File: src/rtl/mesi_isc_pkg.sv
// Shared definitions for the MESI inter-snoop controller: coherence-bus commands,
// broadcast request types and the snoop sequencer state encoding.
package mesi_isc_pkg;

    typedef enum logic [2:0] {
        CBUS_CMD_NOP      = 3'd0,
        CBUS_CMD_WR_SNOOP = 3'd1,
        CBUS_CMD_RD_SNOOP = 3'd2,
        CBUS_CMD_EN_WR    = 3'd3,
        CBUS_CMD_EN_RD    = 3'd4
    } cbus_cmd_e;

    typedef enum logic [1:0] {
        BREQ_TYPE_NOP = 2'd0,
        BREQ_TYPE_WR  = 2'd1,
        BREQ_TYPE_RD  = 2'd2
    } breq_type_e;

    typedef enum logic [1:0] {
        ST_IDLE   = 2'd0,
        ST_SNOOP  = 2'd1,
        ST_ENABLE = 2'd2,
        ST_POP    = 2'd3
    } snoop_state_e;

endpackage

File: src/rtl/mesi_isc_snoop_ack_tracker.sv
// Tracks which non-originating CPUs still owe a snoop acknowledge for the active request.
module mesi_isc_snoop_ack_tracker (
    input  logic       clk,
    input  logic       rst,
    input  logic       load_i,
    input  logic [1:0] cpu_id_i,
    input  logic [3:0] ack_i,
    output logic [3:0] pending_o,
    output logic       all_done_o
);

    logic [3:0] pending_q;
    logic [3:0] pending_d;

    // Acks on lanes that are not pending fall out of the AND and are ignored.
    always_comb begin
        pending_d = pending_q & ~ack_i;
        if (load_i) begin
            pending_d = ~(4'b0001 << cpu_id_i);
        end
    end

    always_ff @(posedge clk or posedge rst) begin
        if (rst) begin
            pending_q <= 4'b0000;
        end else begin
            pending_q <= pending_d;
        end
    end

    assign pending_o  = pending_q;
    assign all_done_o = ((pending_q & ~ack_i) == 4'b0000);

endmodule

File: src/rtl/mesi_isc_snoop_seq.sv
// Walks one broadcast request at a time through snoop, enable and FIFO pop
// on the four per-CPU coherence-bus lanes.
module mesi_isc_snoop_seq
    import mesi_isc_pkg::*;
#(
    parameter int CBUS_CMD_WIDTH   = 3,
    parameter int ADDR_WIDTH       = 32,
    parameter int BROAD_TYPE_WIDTH = 2,
    parameter int BROAD_ID_WIDTH   = 7
) (
    input  logic                        clk,
    input  logic                        rst,
    input  logic                        broad_fifo_empty_i,
    input  logic [ADDR_WIDTH-1:0]       broad_addr_i,
    input  logic [BROAD_TYPE_WIDTH-1:0] broad_type_i,
    input  logic [1:0]                  broad_cpu_id_i,
    input  logic [BROAD_ID_WIDTH-1:0]   broad_id_i,
    input  logic [3:0]                  cbus_ack_array_i,
    output logic                        broad_fifo_rd_o,
    output logic [ADDR_WIDTH-1:0]       cbus_addr_o,
    output logic [4*CBUS_CMD_WIDTH-1:0] cbus_cmd_array_o,
    output logic [BROAD_ID_WIDTH-1:0]   active_id_o,
    output logic                        busy_o
);

    snoop_state_e                state_q;
    snoop_state_e                state_d;
    logic [ADDR_WIDTH-1:0]       addr_q;
    logic [BROAD_TYPE_WIDTH-1:0] type_q;
    logic [1:0]                  cpu_q;
    logic [BROAD_ID_WIDTH-1:0]   id_q;

    logic       head_is_wr;
    logic       head_is_rd;
    logic       accept;
    logic       latched_is_wr;
    logic [3:0] pending;
    logic       all_done;

    assign head_is_wr    = (broad_type_i == BROAD_TYPE_WIDTH'(BREQ_TYPE_WR));
    assign head_is_rd    = (broad_type_i == BROAD_TYPE_WIDTH'(BREQ_TYPE_RD));
    assign accept        = (state_q == ST_IDLE) && !broad_fifo_empty_i && (head_is_wr || head_is_rd);
    assign latched_is_wr = (type_q == BROAD_TYPE_WIDTH'(BREQ_TYPE_WR));

    mesi_isc_snoop_ack_tracker u_ack_tracker (
        .clk        (clk),
        .rst        (rst),
        .load_i     (accept),
        .cpu_id_i   (broad_cpu_id_i),
        .ack_i      (cbus_ack_array_i),
        .pending_o  (pending),
        .all_done_o (all_done)
    );

    always_ff @(posedge clk or posedge rst) begin
        if (rst) begin
            state_q <= ST_IDLE;
            addr_q  <= '0;
            type_q  <= '0;
            cpu_q   <= '0;
            id_q    <= '0;
        end else begin
            state_q <= state_d;
            if (accept) begin
                addr_q <= broad_addr_i;
                type_q <= broad_type_i;
                cpu_q  <= broad_cpu_id_i;
                id_q   <= broad_id_i;
            end
        end
    end

    // Heads with any type other than WR/RD are stale and are dropped without bus activity.
    always_comb begin
        state_d = state_q;
        unique case (state_q)
            ST_IDLE: begin
                if (!broad_fifo_empty_i) begin
                    state_d = (head_is_wr || head_is_rd) ? ST_SNOOP : ST_POP;
                end
            end
            ST_SNOOP: begin
                if (all_done) begin
                    state_d = ST_ENABLE;
                end
            end
            ST_ENABLE: begin
                if (cbus_ack_array_i[cpu_q]) begin
                    state_d = ST_POP;
                end
            end
            ST_POP: begin
                state_d = ST_IDLE;
            end
            default: begin
                state_d = ST_IDLE;
            end
        endcase
    end

    always_comb begin
        cbus_cmd_array_o = '0;
        broad_fifo_rd_o  = (state_q == ST_POP);
        busy_o           = (state_q != ST_IDLE);
        unique case (state_q)
            ST_SNOOP: begin
                for (int i = 0; i < 4; i++) begin
                    if (pending[i]) begin
                        cbus_cmd_array_o[i*CBUS_CMD_WIDTH +: CBUS_CMD_WIDTH] = latched_is_wr ?
                            CBUS_CMD_WIDTH'(CBUS_CMD_WR_SNOOP) : CBUS_CMD_WIDTH'(CBUS_CMD_RD_SNOOP);
                    end
                end
            end
            ST_ENABLE: begin
                cbus_cmd_array_o[int'(cpu_q)*CBUS_CMD_WIDTH +: CBUS_CMD_WIDTH] = latched_is_wr ?
                    CBUS_CMD_WIDTH'(CBUS_CMD_EN_WR) : CBUS_CMD_WIDTH'(CBUS_CMD_EN_RD);
            end
            default: begin
                cbus_cmd_array_o = '0;
            end
        endcase
    end

    assign cbus_addr_o = addr_q;
    assign active_id_o = id_q;

endmodule

File: config.mk
export PLATFORM = sky130hd
export DESIGN_NAME = mesi_isc_snoop_seq
export DESIGN_NICKNAME = d
export VERILOG_FILES = /design/src/rtl/mesi_isc_pkg.sv /design/src/rtl/mesi_isc_snoop_ack_tracker.sv /design/src/rtl/mesi_isc_snoop_seq.sv
export SDC_FILE = /design/constraint.sdc
export NUM_CORES = 1
export LEC_CHECK = 0
export CORE_MARGIN = 8
export CORE_UTILIZATION = 45
export CTS_BUF_LIST = sky130_fd_sc_hd__clkbuf_4
export CTS_CLUSTER_DIAMETER = 60
export DETAILED_ROUTE_END_ITERATION = 8
export GPL_TIMING_DRIVEN = 0
export HOLD_SLACK_MARGIN = 0.02
export PLACE_DENSITY = 0.92
export SKIP_LAST_GASP = 1
export SLEW_MARGIN = 0
export SYNTH_ARGS = -nofsm -noshare
export SYNTH_HDL_FRONTEND = slang
export SYNTH_SLANG_ARGS = --single-unit
File: constraint.sdc
create_clock -name clk -period 3.4 [get_ports clk]
set_input_delay 0.34 -clock clk [delete_from_list [all_inputs] [get_ports clk]]
set_output_delay 0.34 -clock clk [all_outputs]
set_load 0.01 [all_outputs]
Yosys cells after proc, flatten, opt, wreduce, memory -nomap -nowiden

Cells that the tools add are included.

Register bits after elaboration: 49
Input bits: 50

Add/sub/neg operators: 1
Multiply operators: 1
$lt $le $gt $ge: 1
Equality and inequality tests: 9
Shifts and indexed selects: 3
Muxes and demuxes: 15
Bitwise logic cells: 4
Reduce and logical (&&, ||, !) cells: 8

Operators by type and width:

| kind                    | number |
|---|---|
| $neg 4->33              | 1 |
| $shift 3x33->12 const A | 1 |
| $shiftx 3x33->12        | 1 |
| $pmux 12 s2             | 1 |
| $mux 2                  | 9 |
| $and 12x12->12          | 1 |
| $not 4->4               | 2 |
| $pmux 2 s4              | 1 |
| $eq 2x1->1 const B      | 3 |
| $eq 2x2->1 const B      | 3 |
| $ne 2x2->1 const B      | 3 |
| $and 4x4->4             | 1 |
| $logic_not 4->1         | 1 |
| $mul 2x2->4 const B     | 1 |
| $mux 4                  | 1 |
| $shl 1x2->4 const A     | 1 |
| $lt 2x3->1 const B      | 1 |
| $mux 3                  | 1 |
| $reduce_and 3->1        | 1 |
| $bmux 1 s2              | 1 |
| $logic_and 1x1->1       | 2 |
| $logic_not 2->1         | 1 |
| $reduce_bool 2->1       | 1 |
| $logic_not 1->1         | 1 |
| other kinds (2)         | 2 |

Longest topological paths before layout

Gate-level depths: netlist of the first run.

Depth after elaboration: 5
Depth in mapped cells: 8
Gate-level depth less buffers: 6

Modules after synthesis

From an unflattened synthesis of the first run, not the netlist that was laid out.

Cell total of the unflattened synthesis: 178
Area total of the unflattened synthesis: 2299.7 um^2

By module, submodules not included:

| module                     | instances | cells an instance | area each (um^2) | sequential area each (um^2) |
|---|---|---|---|---|
| mesi_isc_snoop_seq         | 1         | 159               | 2085.8           | 1126.1 |
| mesi_isc_snoop_ack_tracker | 1         | 19                | 214.0            | 100.1 |

Least setup slack after synthesis of the first run

OpenSTA, ideal clock, no wires.

Kind: register to output
From: register state_q[0]
To: output port cbus_cmd_array_o[10]
Arrival: 1.582 ns
Setup slack: 1.478 ns
Stages on the path, launching flop included: 7
Path buffers: 1
Path through: dfrtp_1 inv_1 ha_1 clkbuf_1 nand4b_1 or3_1 mux2i_1

Word-level cells in the longest chain between the ends: 2
Elaborated cells between the ends (all ways): 3
Classes of those cells: eq/ne (2); mux (1)

RTL lines:

| what                                            | line                      | RTL |
|---|---|---|
| from (decl)                                     | mesi_isc_snoop_seq.sv:26  | `snoop_state_e state_q;` |
| from (signal assigned)                          | mesi_isc_snoop_seq.sv:63  | `state_q <= state_d;` |
| $eq 2x2->1 / $eq 2x1->1 (equally long branches) | mesi_isc_snoop_seq.sv:105 | `unique case (state_q)` |
| $pmux 12 s2 (*)                                 | mesi_isc_snoop_seq.sv:105 |  |
| to (decl)                                       | mesi_isc_snoop_seq.sv:21  | `output logic [4*CBUS_CMD_WIDTH-1:0] cbus_cmd_array_o,` |

Mark *: on every way between the ends. The rest lies on a longest branch, timed or not.

Worst setup path after layout of the first run

From: register state_q[0]
To: output port cbus_cmd_array_o[9]

The elaborated chain is that of the path after synthesis.

==> flow_metrics.env, run 1 <==
export IMPL_clock_sinks=49
export IMPL_synth_fp_nets=238
export IMPL_worstPathRequired_ns=3.06
export IMPL_maxSlewHeadroom_pct=66.34
export IMPL_synth_area_leaders="dfrtp_1, mux2_2, ha_1"
export IMPL_die_w_um=87.31
export IMPL_rows=26
export IMPL_tightest_slew_ns=0.5042
export IMPL_routedWlPerCell_um=15.46
export IMPL_initial_core_util_pct=45.68
export IMPL_finalSetupViolCount=0
export IMPL_synth_area_mm2=0.002288
export IMPL_place_hpwl_um=4524
export IMPL_cts_buffers=5
export IMPL_die_h_um=87.31
export IMPL_grt_max_degree=28
export IMPL_antenna_found_initial=0
export IMPL_arrival_ns=2.61
export IMPL_num_vias=1782
export IMPL_vdd_ir_drop_worst_v=0.0004476
export IMPL_place_congestion=0.8036
export IMPL_startpoint_type="flop"
export IMPL_clk_pin_slew_worst_paths_ns=0.15
export IMPL_fillers=384
export IMPL_final_layout_size_suffix_gt1_share_pct=20.07
export IMPL_finalHoldViolCount=0
export IMPL_finalCriticalPeriod_ns=2.952
export IMPL_layout_common_cells="clkdlybuf4s50_1, dfrtp_1, mux2_2"
export IMPL_track_usage_pct=14.85
export IMPL_holdBufCountCts=0
export IMPL_rsz0062_at_grt="no"
export IMPL_cts_max_level=2
export IMPL_final_cells=359
export IMPL_drc=0
export IMPL_grt_pass1_vias=1875
export IMPL_avgSynthCellArea_um2=12.86
export IMPL_status="complete, no violations"
export IMPL_drtPass1Iterations=4
export IMPL_slew_violations=0
export IMPL_rrSetupSlack_ns=1.61
export IMPL_yosysTopAreaCell="dfrtp_1"
export IMPL_p_per_area_mw_per_mm2=768.5
export IMPL_fin_area_mm2=0.003476
export IMPL_wl_um=5550
export IMPL_grt_pass1_wl_um=8769
export IMPL_cts_tree="built"
export IMPL_cts_root_buf="clkbuf_4"
export IMPL_slowest_stage="clkdlybuf4s50_1"
export IMPL_grt_overflow=0
export IMPL_portBuffers=102
export IMPL_crit_path_max_fanout=8
export IMPL_worstSetupEndpoint="cbus_cmd_array_o[9]"
export IMPL_ios=103
export IMPL_antenna_left=0
export IMPL_cap_violations=0
export IMPL_max_stage_delay_ns=0.56
export IMPL_synth_seq_cells=49
export IMPL_postSynthCellCount=178
export IMPL_synth_distinct_cells=29
export IMPL_nets=348
export IMPL_cts_max_path_buffers=2
export IMPL_clkLatencyLatePin_ns=0.36
export IMPL_p_leak_nw=1.493
export IMPL_r2r_start="state_q[0]$_DFFE_PP0P_"
export IMPL_reg2reg_to="cbus_addr_o[3]$_DFFE_PP0N_"
export IMPL_worstRegToRegCells=6
export IMPL_setup_tns_final_ns=0
export IMPL_path_cells="inv_1, ha_1, clkbuf_1, nand4b_1, or3_1, a21oi_1, clkdlybuf4s50_1"
export IMPL_end_kind="output port"
export IMPL_core_area_mm2=0.005010
export IMPL_area_delta_synth_final_pct=51.89
export IMPL_drtIter0Drc=34
export IMPL_startpoint="state_q[0]$_DFFE_PP0P_"
export IMPL_min_period_over_period_pct=86.83
export IMPL_total_power_mw=2.671
export IMPL_clock_fmax_ghz=0.3387
export IMPL_skew_ns=0.01219
export IMPL_crit_type="reg2out"
export IMPL_yosysTopAreaCellShare_pct=53.58
export IMPL_ctsResizeCount=0
export IMPL_post_cts_buffers=0
export IMPL_min_path_type="in2async"
export IMPL_die_area_mm2=0.007623
export IMPL_yosysSeqAreaShare_pct=53.58
export IMPL_vias_per_cell=4.964
export IMPL_antennaDiodeCount=0
export IMPL_placed_cell_area_mm2=0.003417
export IMPL_yosys_warnings=0
export IMPL_placed_cells=351
export IMPL_final_common_cell="clkdlybuf4s50_1"
-- kinds of logic after synthesis --
kind of cell | after synthesis | share of synthesized area, %
fa+ha+maj | 10 | 5.467
mux | 47 | 23.67
compound gates | 16 | 4.046
buf+inv | 13 | 2.952
xor+xnor | 1 | 0.3828
simple gates | 42 | 9.897
flops | 49 | 53.58
-- state kept, by name, summed over array words and instances, names as in the netlist --
name / cells
cpu_q: 2
active_id_o: 7
cbus_addr_o: 32
type_q: 2
u_ack_tracker.pending_o: 4
state_q: 2
-- worst max-delay path, delay by kind of cell (launching register included) --
family / cells / cell delay [ns]
simple gates: 2 / 0.51
flops: 1 / 0.40
compound gates: 1 / 0.14
buf+inv: 3 / 0.93
fa+ha+maj: 1 / 0.28
-- routing by layer --
metal  vias to the layer above  part of all wire (%)  wire (um)  GRT usage, %
met5                         -                     0          0             0
met4                         0                   1.0         57         4.375
met3                         7                   8.5        474         6.038
met2                        64                    52       2893         26.10
met1                       868                    38       2126         15.82
li1                        843                     -          -             -
-- how the worst min path moves through the flow --
stage / startpoint / endpoint / slack [ns] / cells after the start
after global placement: cbus_addr_o[24]$_DFFE_PP0N_ / cbus_addr_o[24]$_DFFE_PP0N_ / 0.49 / 1
after global routing: rst / cbus_addr_o[21]$_DFFE_PP0N_ / 0.31 / 2
final: rst / cbus_addr_o[28]$_DFFE_PP0N_ / 0.30 / 2
after CTS: rst / active_id_o[1]$_DFFE_PP0N_ / 0.30 / 2
after detailed placement: cbus_addr_o[6]$_DFFE_PP0N_ / cbus_addr_o[6]$_DFFE_PP0N_ / 0.49 / 1
after floorplan: broad_type_i[1] / type_q[0]$_DFFE_PP0N_ / 0.45 / 1
-- stage by stage --
step / setup slack (ns) / util, % / hold WS [ns]
2_1_floorplan: 1.478 / - / 0.4480
3_3_place_gp: 0.8835 / 67.81 / 0.4863
3_5_place_dp: 0.8450 / 68.21 / 0.4920
4_1_cts: 0.4416 / 69.38 / 0.3031
5_1_grt: 0.2787 / 69.38 / 0.3109
6_report: 0.4477 / 69.38 / 0.3030
-- synth_stat cells --
cell type,n
dfrtp_1,49
mux2_2,39
nor2_1,11
ha_1,10
a21oi_1,7
nand2_1,7
nor2b_1,7
inv_1,6
nand3_1,6
mux2i_1,5
o21ai_0,5
buf_2,3
nand2b_1,3
buf_6,2
clkbuf_1,2
mux2_4,2
nand4b_1,2
a21o_1,1
a32oi_1,1
and2b_1,1
and3_1,1
and4_1,1
mux4_2,1
nand2b_4,1
nor4_1,1
o21a_1,1
o41ai_1,1
or3_1,1
xnor2_1,1
-- power breakdown --
part | total [mW] | switching, mW | internal [mW]
combinational | 1.39 | 0.555 | 0.830
sequential | 1.01 | 0.156 | 0.855
clock | 0.276 | 0.184 | 0.0911
-- layout make-up --
class / count / area, um2 / share of cell area, %
multi-input combinational: 116 / 994.7 / 28.62
sequential: 49 / 1226 / 35.28
tap: 70 / 87.58 / 2.520
inverter: 6 / 22.52 / 0.6479
clock buffer: 6 / 45.04 / 1.296
buffer: 7 / 45.04 / 1.296
clock inverter: 2 / 13.76 / 0.3960
timing repair buffer: 103 / 1041 / 29.95
(Power assumes the default switching activity.)
==> inputs of run 2 (changes only) <==
--- a/config.mk
+++ b/config.mk
@@ -12,7 +12,7 @@
 export DETAILED_ROUTE_END_ITERATION = 8
 export GPL_TIMING_DRIVEN = 0
 export HOLD_SLACK_MARGIN = 0.02
-export PLACE_DENSITY = 0.92
+export PLACE_DENSITY_LB_ADDON = 0.25
 export SKIP_LAST_GASP = 1
 export SLEW_MARGIN = 0
 export SYNTH_ARGS = -nofsm -noshare
==> flow_metrics.env, run 2 (synthesis gave the netlist of run 1 again) <==
export IMPL_worstRegToRegCells=6
export IMPL_finalHoldViolCount=0
export IMPL_skew_ns=0.009232
export IMPL_grt_overflow=0
export IMPL_ctsResizeCount=0
export IMPL_path_cells="inv_1, ha_1, clkbuf_1, nand4b_1, or3_1, mux2i_1, clkdlybuf4s50_1"
export IMPL_reg2reg_to="cbus_addr_o[25]$_DFFE_PP0N_"
export IMPL_area_delta_synth_final_pct=52.76
export IMPL_final_common_cell="clkdlybuf4s50_1"
export IMPL_initial_core_util_pct=45.68
export IMPL_switching_share_pct=32.36
export IMPL_drtIter0Drc=40
export IMPL_startpoint_type="flop"
export IMPL_rrSetupSlack_ns=1.61
export IMPL_grt_pass1_wl_um=9170
export IMPL_cts_max_level=2
export IMPL_holdBufCountCts=0
export IMPL_nets=348
export IMPL_power_share_clock_pct=12.3
export IMPL_r2r_start="state_q[0]$_DFFE_PP0P_"
export IMPL_die_h_um=87.31
export IMPL_vdd_ir_drop_worst_v=0.0005522
export IMPL_p_per_area_mw_per_mm2=780.8
export IMPL_routedWlPerCell_um=15.70
export IMPL_power_switching_mw=0.8833
export IMPL_min_period_over_period_pct=86.96
export IMPL_track_usage_pct=15.33
export IMPL_clk_pin_slew_worst_paths_ns=0.13
export IMPL_status="complete, no violations"
export IMPL_max_stage_delay_ns=0.56
export IMPL_die_w_um=87.31
export IMPL_placed_cells=351
export IMPL_antenna_found_initial=0
export IMPL_cts_max_path_buffers=2
export IMPL_core_area_mm2=0.005010
export IMPL_rsz0062_at_grt="no"
export IMPL_rows=26
export IMPL_post_cts_buffers=0
export IMPL_slowest_stage="clkdlybuf4s50_1"
export IMPL_ios=103
export IMPL_crit_type="reg2out"
export IMPL_grt_pass1_vias=1932
export IMPL_antennaDiodeCount=0
export IMPL_seqPwrFrac_pct=36.8
export IMPL_die_area_mm2=0.007623
export IMPL_end_kind="output port"
export IMPL_clock_fmax_ghz=0.3382
export IMPL_num_vias=1726
export IMPL_min_path_type="in2async"
export IMPL_drtPass1Iterations=6
export IMPL_clkLatencyLatePin_ns=0.36
export IMPL_combPwrFrac_pct=50.9
export IMPL_slew_violations=0
export IMPL_cap_violations=0
export IMPL_layout_common_cells="clkdlybuf4s50_1, dfrtp_1, mux2_2"
export IMPL_cts_root_buf="clkbuf_4"
export IMPL_drc=0
export IMPL_finalSetupViolCount=0
export IMPL_tightest_slew_ns=0.4714
export IMPL_startpoint="state_q[0]$_DFFE_PP0P_"
export IMPL_cts_buffers=5
export IMPL_total_power_mw=2.730
export IMPL_p_leak_nw=1.500
export IMPL_final_cells=359
export IMPL_maxSlewHeadroom_pct=68.53
export IMPL_finalCriticalPeriod_ns=2.957
export IMPL_p_int_mw=1.846
export IMPL_setup_tns_final_ns=0
export IMPL_place_hpwl_um=4497
export IMPL_final_layout_size_suffix_gt1_share_pct=19.72
export IMPL_grt_max_degree=30
export IMPL_worstPathRequired_ns=3.06
export IMPL_cts_tree="built"
export IMPL_crit_path_max_fanout=8
export IMPL_vias_per_cell=4.808
export IMPL_antenna_left=0
export IMPL_largest_register_ffs=32
export IMPL_portBuffers=102
export IMPL_place_congestion=0.7664
export IMPL_arrival_ns=2.62
export IMPL_wl_um=5635
export IMPL_clock_sinks=49
## run 2: worst max-delay path, delay by kind of cell, from the launching register on
| kind | cells | cell delay (ns) |
|---|---|---|
| multiplexers | 1 | 0.15 |
| flip-flops | 1 | 0.40 |
| buffers and inverters | 3 | 0.94 |
| adder cells (fa/ha/maj) | 1 | 0.28 |
| AND/OR/NAND/NOR | 2 | 0.50 |
## run 2: layout make-up
| type | count | area (um2) |
|---|---|---|
| Sequential cell | 49 | 1226 |
| Multi-Input combinational cell | 116 | 994.7 |
| Timing Repair Buffer | 103 | 1041 |
| Clock buffer | 6 | 45.04 |
| Clock inverter | 2 | 33.78 |
| Inverter | 6 | 22.52 |
| Buffer | 7 | 45.04 |
| Fill cell | 406 | 1514 |
| Tap cell | 70 | 87.58 |
## run 2: stage by stage
| step | worst slack (ns) | hold slack (ns) | utilization, % | area, um2 |
|---|---|---|---|---|
| detailed placement | 0.8125 | 0.4918 | 68.21 | 3417 |
| global route | 0.2254 | 0.3297 | 69.78 | 3496 |
| global placement | 0.8696 | 0.4852 | 67.81 | 3397 |
| floorplan | 1.478 | 0.4480 | - | 2288 |
| CTS | 0.3987 | 0.3068 | 69.78 | 3496 |
| finish | 0.4435 | 0.3066 | 69.78 | 3496 |
## run 2: how the worst max path moves through the flow
| stage | end | depth (start not counted) | slack, ns |
|---|---|---|---|
| finish | cbus_cmd_array_o[10] | 7 | 0.44 |
| global route | cbus_cmd_array_o[9] | 7 | 0.23 |
| CTS | cbus_cmd_array_o[10] | 7 | 0.40 |
| detailed placement | cbus_cmd_array_o[10] | 7 | 0.81 |
| global placement | cbus_addr_o[8]$_DFFE_PP0N_ | 2 | 0.87 |
| floorplan | cbus_cmd_array_o[10] | 6 | 1.48 |
## run 2: metal layers
metal / vias up / track usage (%) / share of wire, %
li1: 840 / - / -
met2: 63 / 25.34 / 47
met5: - / 0 / 0
met4: 0 / 4.688 / 1.2
met3: 6 / 7.075 / 10
met1: 817 / 17.09 / 41
## run 2: power groups by stage
stage / combinational [mW] / clock (mW) / sequential (mW)
after global routing: 1.51 / 0.367 / 1.05
after CTS: 1.42 / 0.349 / 1.01
after global placement: 1.38 / 0 / 1.00
after detailed placement: 1.41 / 0 / 1.02
final: 1.39 / 0.335 / 1.01
after floorplan: 0.578 / 0 / 1.12
